==> src/rtl/counter_op_arbiter_if.sv <==
// Requester-side bundle for counter_op_arbiter: per-requester request level,
// 2-bit op code, load value, and the one-cycle grant pulse returned by the arbiter.
interface counter_op_arbiter_if #(
  parameter int N_REQ = 4,
  parameter int WIDTH = 8
);
  logic [N_REQ-1:0]       req;
  logic [2*N_REQ-1:0]     op;
  logic [WIDTH*N_REQ-1:0] load_data;
  logic [N_REQ-1:0]       gnt;

  // Requesters drive req/op/load_data and watch gnt
  modport master (
    output req,
    output op,
    output load_data,
    input  gnt
  );

  // The arbiter samples req/op/load_data and drives gnt
  modport slave (
    input  req,
    input  op,
    input  load_data,
    output gnt
  );
endinterface

==> src/rtl/counter_op_arbiter.sv <==
// counter_op_arbiter: one WIDTH-bit counter shared by N_REQ requesters and a
// prescaled autocount tick. A round-robin arbiter grants at most one op per
// cycle (inc / dec / clear / load); host ops always beat the pending tick.
// Wrap, compare-match and dropped-tick events come out as one-cycle pulses.
module counter_op_arbiter #(
  parameter int                    N_REQ      = 4,
  parameter int                    WIDTH      = 8,
  parameter int                    DIV_WIDTH  = 24,
  parameter logic [DIV_WIDTH-1:0]  DIV_RELOAD = 24'h100000
) (
  input  logic                 sys_clk,
  input  logic                 reset,
  counter_op_arbiter_if.slave  bus,
  input  logic                 autocount_en,
  input  logic                 hold,
  input  logic [WIDTH-1:0]     match_value,
  output logic [WIDTH-1:0]     count,
  output logic                 match_pulse,
  output logic                 wrap_pulse,
  output logic                 tick_drop
);

  localparam int               PTR_W   = (N_REQ > 1) ? $clog2(N_REQ) : 1;
  localparam logic [PTR_W:0]   N_REQ_W = (PTR_W + 1)'(N_REQ);

  localparam logic [1:0] OP_INC   = 2'b00;
  localparam logic [1:0] OP_DEC   = 2'b01;
  localparam logic [1:0] OP_CLEAR = 2'b10;

  // ---------------------------------------------------------------------------
  // State
  // ---------------------------------------------------------------------------
  logic [WIDTH-1:0]     count_reg;
  logic [N_REQ-1:0]     gnt_reg;
  logic [PTR_W-1:0]     ptr_reg;
  logic [DIV_WIDTH-1:0] presc_reg;
  logic                 tick_pending_reg;
  logic                 match_pulse_reg;
  logic                 wrap_pulse_reg;
  logic                 tick_drop_reg;

  // ---------------------------------------------------------------------------
  // Per-requester views of the packed op / load_data buses
  // ---------------------------------------------------------------------------
  logic [1:0]       req_op   [N_REQ];
  logic [WIDTH-1:0] req_data [N_REQ];

  for (genvar gi = 0; gi < N_REQ; gi++) begin : g_unpack
    assign req_op[gi]   = bus.op[2*gi +: 2];
    assign req_data[gi] = bus.load_data[WIDTH*gi +: WIDTH];
  end

  // ---------------------------------------------------------------------------
  // Arbitration
  // ---------------------------------------------------------------------------
  // Last cycle's winner sits out one cycle so nobody can win back-to-back.
  logic [N_REQ-1:0] eligible;
  logic             win_found;
  logic [PTR_W-1:0] win_idx;
  logic [PTR_W-1:0] ptr_next;
  logic [N_REQ-1:0] gnt_next;

  assign eligible = bus.req & ~gnt_reg;

  // Round-robin search upward from the pointer. The loop runs from the far
  // end back toward the pointer so the closest eligible index is written last.
  always_comb begin
    logic [PTR_W:0] cand;
    cand      = '0;
    win_found = 1'b0;
    win_idx   = '0;
    for (int k = N_REQ - 1; k >= 0; k--) begin
      cand = {1'b0, ptr_reg} + (PTR_W + 1)'(k);
      if (cand >= N_REQ_W) begin
        cand = cand - N_REQ_W;
      end
      if (eligible[cand[PTR_W-1:0]]) begin
        win_found = 1'b1;
        win_idx   = cand[PTR_W-1:0];
      end
    end
  end

  // Next pointer and one-hot grant derived from the winner
  always_comb begin
    ptr_next = ptr_reg;
    gnt_next = '0;
    if (win_found) begin
      gnt_next = N_REQ'(1) << win_idx;
      if (win_idx == PTR_W'(N_REQ - 1)) begin
        ptr_next = '0;
      end else begin
        ptr_next = win_idx + 1'b1;
      end
    end
  end

  // Grant pulse and round-robin pointer registers
  always_ff @(posedge sys_clk) begin
    if (reset) begin
      gnt_reg <= '0;
      ptr_reg <= '0;
    end else begin
      gnt_reg <= gnt_next;
      ptr_reg <= ptr_next;
    end
  end

  // ---------------------------------------------------------------------------
  // Prescaler and pending autocount tick
  // ---------------------------------------------------------------------------
  logic presc_tick;
  logic auto_write;

  // hold freezes the prescaler, so no tick can be generated while it is high.
  assign presc_tick = !hold && (presc_reg == '0);

  // A pending tick only lands in a cycle with no eligible host request.
  assign auto_write = autocount_en && tick_pending_reg && !win_found && !hold;

  // Down-counter that reloads at zero and emits one tick per period
  always_ff @(posedge sys_clk) begin
    if (reset) begin
      presc_reg <= DIV_RELOAD;
    end else if (!hold) begin
      if (presc_reg == '0) begin
        presc_reg <= DIV_RELOAD;
      end else begin
        presc_reg <= presc_reg - 1'b1;
      end
    end
  end

  // Pending-tick flag and dropped-tick pulse. If the pending tick is consumed
  // on the same edge a new one arrives, the new one takes its place and
  // nothing is lost, so no drop is reported in that case.
  always_ff @(posedge sys_clk) begin
    if (reset) begin
      tick_pending_reg <= 1'b0;
      tick_drop_reg    <= 1'b0;
    end else begin
      tick_drop_reg <= autocount_en && presc_tick && tick_pending_reg && !auto_write;
      if (!autocount_en) begin
        tick_pending_reg <= 1'b0;
      end else if (presc_tick) begin
        tick_pending_reg <= 1'b1;
      end else if (auto_write) begin
        tick_pending_reg <= 1'b0;
      end
    end
  end

  // ---------------------------------------------------------------------------
  // Counter update
  // ---------------------------------------------------------------------------
  logic [WIDTH-1:0] host_result;
  logic             host_wrap;
  logic             write_en;
  logic [WIDTH-1:0] write_val;
  logic             wrap_evt;

  // Result of the granted requester's op; only inc/dec can wrap
  always_comb begin
    host_result = count_reg;
    host_wrap   = 1'b0;
    case (req_op[win_idx])
      OP_INC: begin
        host_result = count_reg + 1'b1;
        host_wrap   = &count_reg;
      end
      OP_DEC: begin
        host_result = count_reg - 1'b1;
        host_wrap   = ~|count_reg;
      end
      OP_CLEAR: begin
        host_result = '0;
      end
      default: begin
        host_result = req_data[win_idx];
      end
    endcase
  end

  // Single write port: host grant first, otherwise the pending autocount inc
  always_comb begin
    write_en  = win_found || auto_write;
    write_val = count_reg + 1'b1;
    wrap_evt  = &count_reg;
    if (win_found) begin
      write_val = host_result;
      wrap_evt  = host_wrap;
    end
  end

  // Counter register plus wrap and match pulses tied to actual writes.
  // Match fires only on a transition into match_value, so rewriting the same
  // value or moving match_value onto the current count stays silent.
  always_ff @(posedge sys_clk) begin
    if (reset) begin
      count_reg       <= '0;
      wrap_pulse_reg  <= 1'b0;
      match_pulse_reg <= 1'b0;
    end else begin
      wrap_pulse_reg  <= 1'b0;
      match_pulse_reg <= 1'b0;
      if (write_en) begin
        count_reg       <= write_val;
        wrap_pulse_reg  <= wrap_evt;
        match_pulse_reg <= (write_val == match_value) && (count_reg != write_val);
      end
    end
  end

  // ---------------------------------------------------------------------------
  // Outputs
  // ---------------------------------------------------------------------------
  assign bus.gnt     = gnt_reg;
  assign count       = count_reg;
  assign match_pulse = match_pulse_reg;
  assign wrap_pulse  = wrap_pulse_reg;
  assign tick_drop   = tick_drop_reg;

endmodule

==> src/flat_wrapper.sv <==
// flat-port wrapper written by rule: the top's interface ports become plain ports
module counter_op_arbiter_flat 
#(
  parameter int                    N_REQ      = 4,
  parameter int                    WIDTH      = 8,
  parameter int                    DIV_WIDTH  = 24,
  parameter logic [DIV_WIDTH-1:0]  DIV_RELOAD = 24'h100000
)
  (sys_clk, reset, autocount_en, hold, match_value, count, match_pulse, wrap_pulse, tick_drop, bus_req, bus_op, bus_load_data, bus_gnt);
  counter_op_arbiter_if #(.N_REQ(N_REQ), .WIDTH(WIDTH)) bus_i ();
  input  logic sys_clk;
  input  logic reset;
  input  logic autocount_en;
  input  logic hold;
  input  logic [WIDTH-1:0] match_value;
  output logic [WIDTH-1:0] count;
  output logic match_pulse;
  output logic wrap_pulse;
  output logic tick_drop;
  input wire logic [$bits(bus_i.req)-1:0] bus_req;
  input wire logic [$bits(bus_i.op)-1:0] bus_op;
  input wire logic [$bits(bus_i.load_data)-1:0] bus_load_data;
  output wire logic [$bits(bus_i.gnt)-1:0] bus_gnt;
  assign bus_i.req = bus_req;
  assign bus_i.op = bus_op;
  assign bus_i.load_data = bus_load_data;
  assign bus_gnt = bus_i.gnt;
  counter_op_arbiter #(.N_REQ(N_REQ), .WIDTH(WIDTH), .DIV_WIDTH(DIV_WIDTH), .DIV_RELOAD(DIV_RELOAD)) u_core (.sys_clk(sys_clk), .reset(reset), .bus(bus_i), .autocount_en(autocount_en), .hold(hold), .match_value(match_value), .count(count), .match_pulse(match_pulse), .wrap_pulse(wrap_pulse), .tick_drop(tick_drop));
endmodule
==> config.mk <==
export PLATFORM = sky130hd
export DESIGN_NAME = counter_op_arbiter_flat
export DESIGN_NICKNAME = d
export VERILOG_FILES = /design/src/rtl/counter_op_arbiter_if.sv /design/src/rtl/counter_op_arbiter.sv /design/src/flat_wrapper.sv
export SDC_FILE = /design/constraint.sdc
export NUM_CORES = 1
export LEC_CHECK = 0
export ABC_AREA = 1
export BUFFER_PORTS_ARGS = -buffer_cell sky130_fd_sc_hd__buf_2
export CAP_MARGIN = 20
export CORE_UTILIZATION = 26
export CTS_CLUSTER_SIZE = 28
export DETAILED_ROUTE_END_ITERATION = 12
export REMOVE_ABC_BUFFERS = 1
export SKIP_LAST_GASP = 1
export SLEW_MARGIN = 20
export SYNTH_ARGS = -nofsm -noshare
export SYNTH_HDL_FRONTEND = slang
export SYNTH_SLANG_ARGS = --single-unit
==> constraint.sdc <==
create_clock -name sys_clk -period 2.4 [get_ports sys_clk]
set_input_delay 0.36 -clock sys_clk [delete_from_list [all_inputs] [get_ports sys_clk]]
set_output_delay 0.36 -clock sys_clk [all_outputs]
set_load 0.01 [all_outputs]
* Word level (Yosys, flattened, before mapping)
Cells that the tools add are included.
** Cells by class
- Reduce and logical (&&, ||, !) cells :: 21
- Add/subtract/negate cells :: 11
- Order comparisons :: 9
- Shift operators :: 1
- Eq/ne operators :: 5
- Multiplexer cells :: 34
- Bitwise gates (word level) :: 6
** Operators with widths (count)
- $logic_not A24 Y1 :: 1
- $mux W24 :: 1
- $mux W8 :: 3
- $pmux W8 S3 :: 1
- $sub A24 B1 Y24 const B :: 1
- $mux W2 :: 11
- $bmux W8 S2 :: 1
- $ge A3 B3 Y1 const B :: 4
- $lt A2 B3 Y1 const B :: 4
- $mux W1 :: 11
- $add A8 B1 Y8 const B :: 1
- $bmux W1 S2 :: 4
- $eq A8 B8 Y1 :: 1
- $logic_and A1 B1 Y1 :: 8
- $ne A8 B8 Y1 :: 1
- $reduce_and A8 Y1 :: 1
- $reduce_or A8 Y1 :: 1
- $sub A2 B1 Y2 const B :: 4
- $sub A8 B1 Y8 const B :: 1
- $add A2 B2 Y3 const B :: 2
- $reduce_or A2 Y1 :: 3
- $and A4 B4 Y4 :: 1
- $bmux W2 S2 :: 1
- $eq A2 B2 Y1 const B :: 2
- 13 further kinds :: 18
** Word-level totals
- Logic and storage cells :: 95
- Output and inout bits :: 15
- Bits in registers :: 42
- Input bits :: 56

* Longest topological paths before layout
- Depth in word-level cells :: 18
- Gate-level depth with buffers :: 26
- Depth with buffers taken out :: 25

* Worst setup path after synthesis
Ideal clock, no wire load.
- Path kind :: register to register
- Start :: reg u_core.ptr_reg[0]
- End :: reg u_core.match_pulse_reg, in the netlist u_core.match_pulse
- Path slack :: 0.070 ns
- Cell stages (with the launch flop) :: 25
- Arrival :: 2.218 ns
- Required time :: 2.288 ns
- Path buffers :: 2
- Clock period less this slack :: 2.330 ns
- Library setup time :: 0.112 ns
- Cells stage by stage :: dfxtp_1 inv_2 nand3_2 nand2_1 nand2_2 nand2_2 clkinv_2 nand2_4 nand2_2 nand2_4 nand2_4 buf_6 nand2_2 nand3_1 nand2_2 buf_6 nand3_1 nand3_1 nand2_1 nand3_1 nand2_1 nor2_1 nand3_1 nor2_1 nor2_1
** Between the ends
- Cells in the longest elaborated chain, start to end :: 18
- Elaborated cells between the ends (all ways) :: 52
- Classes of those cells :: 7 x add/sub; 4 x order compare; 4 x eq/ne; 28 x mux; 2 x bitwise; 7 x reduce/logical
** Ends and longest elaborated chain
- from (decl) :: line counter_op_arbiter.sv:35 : logic [PTR_W-1:0] ptr_reg;
- from (signal assigned) :: line counter_op_arbiter.sv:105 : ptr_reg <= ptr_next;
- $add A2 B2 Y3 :: line counter_op_arbiter.sv:73 : cand = {1'b0, ptr_reg} + (PTR_W + 1)'(k);
- $ge A3 B3 Y1 / $sub A2 B1 Y2 (equally long branches) :: line counter_op_arbiter.sv:74, counter_op_arbiter.sv:75
- $mux W2 :: line counter_op_arbiter.sv:74 : if (cand >= N_REQ_W) begin
- $bmux W1 S2 :: line counter_op_arbiter.sv:77 : if (eligible[cand[PTR_W-1:0]]) begin
- $mux W1 (implied by the code) :: line counter_op_arbiter.sv:77
- $mux W2 (4 in series) :: line counter_op_arbiter.sv:77
- $not A2 Y3 (implied by the code) :: line counter_op_arbiter.sv:166, counter_op_arbiter.sv:179
- $bmux W2 S2 :: line counter_op_arbiter.sv:166 : case (req_op[win_idx])
- $mux W2 (implied by the code) (2 in series) :: line counter_op_arbiter.sv:166
- $eq A2 B2 Y1, or another cell as far along :: line counter_op_arbiter.sv:166
- $pmux W8 S3 :: line counter_op_arbiter.sv:166
- $mux W8 :: line counter_op_arbiter.sv:189 : if (win_found) begin
- $eq A8 B8 Y1 / $ne A8 B8 Y1 (equally long branches) :: line counter_op_arbiter.sv:209 : match_pulse_reg <= (write_val == match_value) && (count_reg != write_val);
- $logic_and A1 B1 Y1 :: line counter_op_arbiter.sv:209
- to (signal assigned) :: line counter_op_arbiter.sv:209
- to (decl) :: line counter_op_arbiter.sv:38 : logic match_pulse_reg;
Parallel ways exist; a longest one is shown, timed or not. The select of a mux whose other input is x is not followed.
A chain may end at the register's enable or synchronous reset.

* Final worst setup path
Ends and elaborated chain as after synthesis.

==> metrics.cfg <==
[grt]
grt_pass1_wl_um = 16390
grt.busiest_layer = met2
grt.total_usage_pct = 15.14
grt_max_degree = 15
grt_util_met3_pct = 3.038
grt_use_met1_pct = 19.79
antenna_found_initial = 0
grt_pass1_vias = 3613
overflow = 0
grt_util_met2_pct = 25.21

[timing]
fmax_mhz = 378.0
rsz0062_at_grt = true
setup_violations = 7
hold_ws_ns = 0.2914
timing.final.crit_share_pct = 110.2
finalCriticalPeriod_ns = 2.645
setup_ws_ns = -0.2453
skew_ns = 0.007582
drv_slew = 0
hold_viol_final = 0
max_slew.worst_pin.slew_ns = 0.4915
slew_headroom_pct = 67.20

[floorplanning]
coreArea_mm2 = 0.01277
die_x_um = 117.1
die_h_um = 117.1
initial_core_util_pct = 26.95
rows = 41
dieArea_mm2 = 0.01370
ios = 71

[cts]
cts-root-buf = clkbuf_16
cts_buffers = 5
clk_path_buf_depth = 2
cts_sinks = 42
cts_tree = done
clk_latency_ns = 0.29
cts.htree.levels = 2
path_clk_slew_ns = 0.07
hold_buffers = 0

[final_layout]
drive_gt1_share_pct = 41.28
largest_register_ffs = 24
area_growth_pct = 58.56
fill_cells = 1299
final_nets = 793

[place]
place.gp.congestion = 0.8579
io_buffer_count = 70
hpwlAfterDp_um = 7926

[yosys]
yosys.area.top_type = dfxtp_1
synth-seq-cells = 42
ys_dominant_reg_cell = dfxtp_1
synth_top_area_share_pct = 24.43
ys_seq_area_share_pct = 24.43
async_flop_share_pct = 0
ys_warn_count = 0
synth_area_mm2 = 0.003442
yosysUniqueCellTypes = 43
syn_area_per_cell_um2 = 5.955
synth_edf_count = 0
syn_inst = 578
synth_area_leaders = dfxtp_1 24%, nand2_1 16%, nand3_1 14%

[critical_path]
cp_slowest_stage_delay_ns = 0.42
endpoint_kind = flip-flop
reg2reg_depth = 20
critPathRequiredTime_ns = 2.59
crit_buf_inv = 2
crit_chain = clkinv_8 -> nand3_4 -> nand2_2 -> nand2_2 -> nand2_4 -> nand2_4 -> nand3_4 -> buf_12 -> nand3_1 -> nand3_2 -> nand2_4 -> nand3_1 -> nand2_2 -> o21ai_2 -> nand2_1 -> nand2_1 -> nor2_1 -> nand3_1 -> nor2_1 -> nor2_1
critical_path_class = flip-flop to flip-flop
reg2reg_from = u_core.ptr_reg[0]
crit_slowest_cell = dfxtp_4
critPathLaunchType = flip-flop
path_max_fanout = 8
cpLargestDelayFamily = simple AND/OR/NAND/NOR gates
timing.rr.end = u_core.match_pulse
cp_data_arrival_time_ns = 2.83
r2r_slack_ns = -0.25

[worst_hold_path]
min_path_cells = 2
hold_class = primary input to flip-flop
whs_endpoint = u_core.ptr_reg[0]
hp-start = reset

[detailed_routing]
post_drt_via_cell_ratio = 4.607
drtIter0Drc = 282
wl_per_cell_um = 12.41
drt_wl_total_um = 11260
dr.pass1.iters = 5
ant_nets = 0
vias = 4179
drc = 0

[status]
failed_checks = setup timing
status = finished, violations left

[run]
cap_viol_max_count = 0

-- synthesized netlist by cell type, types with 2 or more instances --
cell type,number
a21oi_1,15
a31oi_1,5
buf_2,4
buf_6,4
clkbuf_1,6
clkinv_1,3
dfxtp_1,42
ha_1,4
inv_1,81
inv_2,2
nand2_1,151
nand2_2,13
nand2_4,3
nand3_1,98
nand3_2,6
nand3b_1,3
nand4_1,7
nor2_1,55
nor2_2,3
nor3_1,12
nor4_1,2
o211ai_1,8
o21a_1,2
o21ai_0,10
o21ai_1,3
or2_2,2
xnor2_1,7
xor2_1,12
-- layout make-up --
cell class                 count  area, µm²  share of cell area [%]
clock buffer                   6      128.9                   2.361
tap                          172      215.2                   3.943
antenna                        1      2.502                 0.04585
multi-input combinational    435       2738                   50.16
inverter                      87      344.1                   6.304
timing repair buffer         162       1166                   21.37
clock inverter                 2      13.76                  0.2522
sequential                    42      849.6                   15.57
-- cell families after synthesis --
kind of cell | after synthesis | share of synthesized area, %
compound gates | 50 | 8.870
xor+xnor | 19 | 4.835
fa+ha+maj | 4 | 1.454
buf+inv | 103 | 12.40
flops | 42 | 24.43
simple gates | 360 | 48.02
-- worst max-delay path by stage --
stage / startpoint / to / cells after the start
after floorplan: u_core.ptr_reg[0] / u_core.match_pulse / 15
after global placement: bus_req[1] / u_core.match_pulse / 24
after detailed placement: u_core.ptr_reg[0] / u_core.match_pulse / 23
after CTS: u_core.ptr_reg[0] / u_core.match_pulse / 24
after global routing: u_core.ptr_reg[0] / u_core.match_pulse / 21
final: u_core.ptr_reg[0] / u_core.match_pulse / 20
-- routing by layer --
metal / routed length, µm / share of wire [%]
met2: 5278 / 47
met4: 216 / 1.9
met5: 0 / 0
met3: 591 / 5.3
met1: 5169 / 46
-- through the flow --
stage               setup TNS, ns  std cells  setup WS (ns)  cell area, µm²  utilization [%]
CTS                      -0.08586        886       -0.08586            4712            36.89
floorplan                 -0.2764        562        -0.1626            3343                -
detailed placement        -0.8668        871        -0.3566            4437            34.73
global route               -2.520        906        -0.4195            5455            42.71
finish                    -0.6353        907        -0.2453            5458            42.73
global placement          -0.6951        871        -0.3163            4437            34.73
-- layout by cell type, fill, tap and decap left out, types with 2 or more instances in the layout --
cell type  instances
nand4_1            7
nor2_1            47
o21ai_2            2
buf_6             12
nand2_4           15
o21ai_1            2
buf_12             3
xnor2_1            7
nand2_2           40
nand3b_1           3
clkinv_1           2
or2_2              2
clkbuf_16          7
nor2_4             5
dfxtp_4            2
a21oi_1           13
dfxtp_1           39
nor2_2             6
nand3_2           30
nand2_1          111
xor2_1            12
nand3_1           63
ha_1               4
nor3_1            11
inv_4              2
a31oi_1            5
nor4_1             2
o21a_1             2
a21oi_2            2
inv_1             75
o21ai_0            8
nand3_4           12
buf_2             70
buf_4             74
inv_2              7
nand2_8            3
o211ai_1           8
-- timing repair --
item / 4_1_cts / 5_1_grt
cloned: 0 / 4
setup buffers: 7 / 16
pin swaps: 12 / 69
resized for setup: 20 / 140
endpoints found under the setup margin: 9 / 11
Power is left out: the tool's default activity adds up to more than one toggle a clock period on the data nets, which glitch-free logic cannot reach.
